File: src/rtl/div_pkg.sv
// Shared types and default widths for the shared restoring-divider scheduler.
package div_pkg;

    typedef enum logic [1:0] {
        IDLE,
        RUN,
        DONE
    } div_state_t;

    localparam int DIV_DW = 6;
    localparam int DIV_VW = 3;

endpackage

File: src/rtl/div_step.sv
// One restoring-division step: shift in the next dividend bit, subtract divisor if it fits.
module div_step #(
    parameter int VW = 3
) (
    input  logic [VW:0]   rem_in,
    input  logic          bit_in,
    input  logic [VW-1:0] divisor,
    output logic [VW:0]   rem_out,
    output logic          q_bit
);

    // One guard bit above the partial remainder keeps the compare/subtract exact.
    logic [VW+1:0] shifted;
    logic [VW+1:0] div_ext;

    always_comb begin
        shifted = {rem_in, bit_in};
        div_ext = {2'b00, divisor};
        q_bit   = (shifted >= div_ext);
        rem_out = (VW+1)'(q_bit ? (shifted - div_ext) : shifted);
    end

endmodule

File: src/rtl/div_sched.sv
// Arbitrates NREQ requesters onto one iterative restoring divider with a tagged response port.
// Define DIV_SCHED_RR_EN for round-robin arbitration; otherwise lowest valid index wins.
module div_sched
    import div_pkg::*;
#(
    parameter  int NREQ = 2,
    parameter  int DW   = DIV_DW,
    parameter  int VW   = DIV_VW,
    localparam int IDW  = $clog2(NREQ)
) (
    input  logic               clk,
    input  logic               rst_n,
    input  logic [NREQ-1:0]    req_valid,
    output logic [NREQ-1:0]    req_ready,
    input  logic [NREQ*DW-1:0] req_dividend,
    input  logic [NREQ*VW-1:0] req_divisor,
    output logic               rsp_valid,
    input  logic               rsp_ready,
    output logic [IDW-1:0]     rsp_id,
    output logic [DW-1:0]      rsp_quotient,
    output logic [VW-1:0]      rsp_remainder,
    output logic               rsp_div0,
    output logic               busy
);

    localparam int CW = (DW > 1) ? $clog2(DW) : 1;

    div_state_t    state_q;
    logic [CW-1:0] cnt_q;
    logic [DW-1:0] dq_q;
    logic [VW:0]   rem_q;
    logic [VW-1:0] dvs_q;
    logic [IDW-1:0] id_q;
    logic          div0_q;
    logic          rsp_valid_q;
    logic          busy_q;

    logic           gnt_any;
    logic [IDW-1:0] gnt_idx;
    logic [DW-1:0]  sel_a;
    logic [VW-1:0]  sel_b;
    logic [VW:0]    step_rem;
    logic           step_q;

`ifdef DIV_SCHED_RR_EN
    logic [IDW-1:0] ptr_q;
    int unsigned    cand;

    // Scan starts one past the last winner so every requester gets a turn.
    always_comb begin
        gnt_any = 1'b0;
        gnt_idx = '0;
        cand    = 0;
        for (int unsigned k = 1; k <= NREQ; k++) begin
            cand = (32'(ptr_q) + k) % NREQ;
            if (!gnt_any && req_valid[cand]) begin
                gnt_any = 1'b1;
                gnt_idx = IDW'(cand);
            end
        end
    end
`else
    always_comb begin
        gnt_any = 1'b0;
        gnt_idx = '0;
        for (int unsigned k = 0; k < NREQ; k++) begin
            if (!gnt_any && req_valid[k]) begin
                gnt_any = 1'b1;
                gnt_idx = IDW'(k);
            end
        end
    end
`endif

    always_comb begin
        sel_a     = req_dividend[gnt_idx*DW +: DW];
        sel_b     = req_divisor[gnt_idx*VW +: VW];
        req_ready = '0;
        if (state_q == IDLE && gnt_any) begin
            req_ready = {{(NREQ-1){1'b0}}, 1'b1} << gnt_idx;
        end
    end

    // The dividend register doubles as the quotient: each step shifts a dividend bit out and a quotient bit in.
    div_step #(.VW(VW)) u_step (
        .rem_in  (rem_q),
        .bit_in  (dq_q[DW-1]),
        .divisor (dvs_q),
        .rem_out (step_rem),
        .q_bit   (step_q)
    );

    always_ff @(posedge clk or negedge rst_n) begin
        if (!rst_n) begin
            state_q     <= IDLE;
            cnt_q       <= '0;
            dq_q        <= '0;
            rem_q       <= '0;
            dvs_q       <= '0;
            id_q        <= '0;
            div0_q      <= 1'b0;
            rsp_valid_q <= 1'b0;
            busy_q      <= 1'b0;
`ifdef DIV_SCHED_RR_EN
            ptr_q       <= IDW'(NREQ - 1);
`endif
        end else begin
            case (state_q)
                IDLE: begin
                    if (gnt_any) begin
                        id_q   <= gnt_idx;
                        dvs_q  <= sel_b;
                        busy_q <= 1'b1;
`ifdef DIV_SCHED_RR_EN
                        ptr_q  <= gnt_idx;
`endif
                        if (sel_b == '0) begin
                            state_q     <= DONE;
                            dq_q        <= '1;
                            rem_q       <= {1'b0, sel_a[VW-1:0]};
                            div0_q      <= 1'b1;
                            rsp_valid_q <= 1'b1;
                        end else begin
                            state_q <= RUN;
                            cnt_q   <= CW'(DW - 1);
                            dq_q    <= sel_a;
                            rem_q   <= '0;
                            div0_q  <= 1'b0;
                        end
                    end
                end
                RUN: begin
                    rem_q <= step_rem;
                    dq_q  <= (dq_q << 1) | DW'(step_q);
                    if (cnt_q == '0) begin
                        state_q     <= DONE;
                        rsp_valid_q <= 1'b1;
                    end else begin
                        cnt_q <= cnt_q - 1'b1;
                    end
                end
                DONE: begin
                    if (rsp_ready) begin
                        state_q     <= IDLE;
                        rsp_valid_q <= 1'b0;
                        busy_q      <= 1'b0;
                    end
                end
                default: begin
                    state_q     <= IDLE;
                    rsp_valid_q <= 1'b0;
                    busy_q      <= 1'b0;
                end
            endcase
        end
    end

    assign rsp_valid     = rsp_valid_q;
    assign rsp_id        = id_q;
    assign rsp_quotient  = dq_q;
    assign rsp_remainder = rem_q[VW-1:0];
    assign rsp_div0      = div0_q;
    assign busy          = busy_q;

endmodule

File: config.mk
export PLATFORM = sky130hd
export DESIGN_NAME = div_sched
export DESIGN_NICKNAME = d
export VERILOG_FILES = /design/src/rtl/div_pkg.sv /design/src/rtl/div_step.sv /design/src/rtl/div_sched.sv
export SDC_FILE = /design/constraint.sdc
export NUM_CORES = 1
export LEC_CHECK = 0
export CAP_MARGIN = 5
export CORE_MARGIN = 2
export CORE_UTILIZATION = 25
export CTS_CLUSTER_SIZE = 16
export DETAILED_ROUTE_END_ITERATION = 7
export PLACE_DENSITY_LB_ADDON = 0.2
export RECOVER_POWER = 50
export SLEW_MARGIN = 5
export SYNTH_ARGS = -nofsm -noshare
export SYNTH_HDL_FRONTEND = slang
export SYNTH_SLANG_ARGS = --single-unit
File: constraint.sdc
create_clock -name clk -period 2.4 [get_ports clk]
set_input_delay 0.48 -clock clk [delete_from_list [all_inputs] [get_ports clk]]
set_output_delay 0.48 -clock clk [all_outputs]
set_load 0.01 [all_outputs]
==> impl_metrics.json <==
{
  "hold_path.class": "flip-flop to flip-flop",
  "antenna_left": 0,
  "hold_violations": 0,
  "place_hpwl_um": 2725,
  "crit_arrival_ps": 1780,
  "dpl_worst_slack_ps": 31.63,
  "synth_area_leader_cell": "dfrtp_1",
  "io_pins": 38,
  "setup-violations-final": 0,
  "post-route-worst-setup-slack_ps": 141.8,
  "power.density_mw_per_mm2": 1276,
  "regArea_um2": 550.5,
  "syn-num-nets": 173,
  "synth_area_leaders": "dfrtp_1, mux2i_1, ha_1",
  "die_area_mm2": 0.005993,
  "diodes": 0,
  "antenna_found_initial": 0,
  "final_cell_mix": "clkdlybuf4s50_1, dfrtp_1, nand2_1",
  "core_mm2": 0.005140,
  "drtIter0Drc": 42,
  "maxCapViolations": 0,
  "routed_wl_um": 3450,
  "detailroute.via_count": 1192,
  "grt.overflow.total": 0,
  "fmax_mhz": 442.8,
  "tightest_slew_ps": 1318,
  "synthesis.area_mm2": 0.001348,
  "rsz0062_at_grt": "no",
  "hold_depth": 1,
  "required_ps": 1920,
  "die_w_um": 77.42,
  "htreeDepth": 1,
  "start_util": 0.2622,
  "port_buffers": 37,
  "grt_usage": 0.1219,
  "cts_setup_buffers": 0,
  "numCtsBuffers": 3,
  "drt-wirelength-per-cell_um": 13.53,
  "grt_max_degree": 23,
  "m1WireLength_um": 1595,
  "cts_sinks": 22,
  "netlist_instances": 144,
  "slew_viol_final": 0,
  "leakage_nw": 0.8044,
  "synthArstFlopShare": 1.000,
  "syn_avg_cell_area_um2": 9.358,
  "grt_pass1_vias": 1275,
  "yosys_warnings": 0,
  "area_growth_pct": 39.93,
  "synth_cell_types": 39,
  "crit_path_max_fanout": 2,
  "rows": 26,
  "worstHoldStart": "rsp_id$_DFFE_PN0P_",
  "path_clk_slew_ps": 80,
  "total_power_mw": 2.406,
  "endpoint_kind": "output pin",
  "cts_max_path_buffers": 2,
  "final_common_cell": "clkdlybuf4s50_1",
  "clk_latency_ps": 270,
  "fin_crit_sh": 0.9409,
  "irDropWorstVdd_v": 0.0004112,
  "period_minus_slack_ps": 2258,
  "synth_edf_count": 0,
  "yosysSeqAreaShare": 0.4085,
  "grt_pass1_wl_um": 5789,
  "timing.hold.ws_ps": 471.4,
  "status": "completed",
  "nets": 215,
  "die_h_um": 77.42,
  "viasPerCell": 4.675,
  "clockRootBuffer": "clkbuf_8",
  "skew_ps": 5.948,
  "synth_top_area_share": 0.4085,
  "synth-seq-cells": 22,
  "critical_path_class": "primary input to output pin",
  "yosys_most_used_dff": "dfrtp_1",
  "r2r-start": "rem_q[1]$_DFFE_PN0P_",
  "reg2reg_setup_slack_ps": 480,
  "finalWeightedCongestion": 0.7793,
  "cts_tree": "done",
  "multiInputGateArea_um2": 719.4,
  "cp-start-kind": "primary input",
  "relSlewSlack": 0.1216,
  "wl_met2_um": 1631,
  "top_layer": "met4",
  "drt-pass1-iter-count": 4,
  "hold-path-endpoint": "rsp_id$_DFFE_PN0P_",
  "r2r_end": "rem_q[1]$_DFFE_PN0P_",
  "wl_met3_um": 179,
  "worstRegToRegCells": 6,
  "fillers": 560,
  "drc": 0,
  "finalSetupTns_ps": 0,
  "drive_gt1_frac": 0.1027
}
[logic make-up (layout without fill, tap and decap cells)]
family / count (synthesis) / in the layout / synth area share
buf+inv: 16 / 57 / 0.06128
compound gates: 37 / 37 / 0.1718
flops: 22 / 22 / 0.4085
mux: 11 / 11 / 0.09285
xor+xnor: 2 / 2 / 0.01300
simple gates: 50 / 50 / 0.1913
fa+ha+maj: 6 / 6 / 0.06128
[routing by layer]
metal  up-vias  global-route usage
li1        587                   -
met1       572              0.1495
met2        28              0.2122
met3         5             0.02674
met4         0             0.03929
met5         -                   0
[synth_stat cells, types with 2 or more instances]
cell type	count
a31oi_1	2
clkbuf_1	4
or4_1	2
mux2_2	2
o22a_1	2
nor3_2	2
mux2i_1	8
nor2_1	7
dfrtp_1	22
or3_1	2
ha_1	5
buf_4	4
nor2b_1	2
nor3_1	12
o21ai_1	2
inv_1	7
nand2_1	14
o21ai_0	8
nand2b_1	5
a21oi_1	12
o22ai_1	2
[per-stage QoR]
| step | cell area (µm²) | utilization | std cells |
|---|---|---|---|
| 6_report | 1886 | 0.3668 | 255 |
| 3_5_place_dp | 1817 | 0.3535 | 251 |
| 4_1_cts | 1888 | 0.3673 | 255 |
| 5_1_grt | 1886 | 0.3668 | 255 |
| 2_1_floorplan | 1348 | - | 144 |
| 3_3_place_gp | 1817 | 0.3535 | 251 |
[critical path, cell delays in order]
cell             delay, ps
clkdlybuf4s50_1        410
nand2b_1               170
nor3_2                 150
clkdlybuf4s50_1        560
[registers in the layout (all words and copies together) (netlist names)]
name and cells:
rem_q 4, state_q 2, rsp_quotient 6, busy 1
cnt_q 3, rsp_valid 1, dvs_q 3, rsp_div0 1
rsp_id 1
[worst max-delay path by stage]
stage,startpoint,endpoint,slack [ps],cells after the start
after CTS,req_valid[0],req_ready[1],30,4
after global routing,req_valid[0],req_ready[1],60,4
after detailed placement,req_valid[0],req_ready[1],30,4
after floorplan,rem_q[1]$_DFFE_PN0P_,rem_q[0]$_DFFE_PN0P_,640,6
after global placement,req_valid[0],req_ready[1],70,4
final,req_valid[0],req_ready[1],140,4
[power by group]
part	total [mW]	switching, mW	internal [mW]
Combinational	1.35	0.680	0.666
Clock	0.353	0.130	0.223
Sequential	0.707	0.149	0.558
Total	2.41	0.959	1.45
[repair_timing]
action	CTS	global route
hold buffers	0	0
endpoints found under the setup margin	0	1
gates resized for setup	0	1
[area by class of cell]
class                           instances  share of cell area
Clock buffer                            3             0.02190
Clock inverter                          1             0.01593
Inverter                                7             0.01393
Multi-Input combinational cell        106              0.3816
Sequential cell                        22              0.2920
Tap cell                               70             0.04645
Timing Repair Buffer                   46              0.2283
No activity file was read; power rests on OpenSTA's default activity.
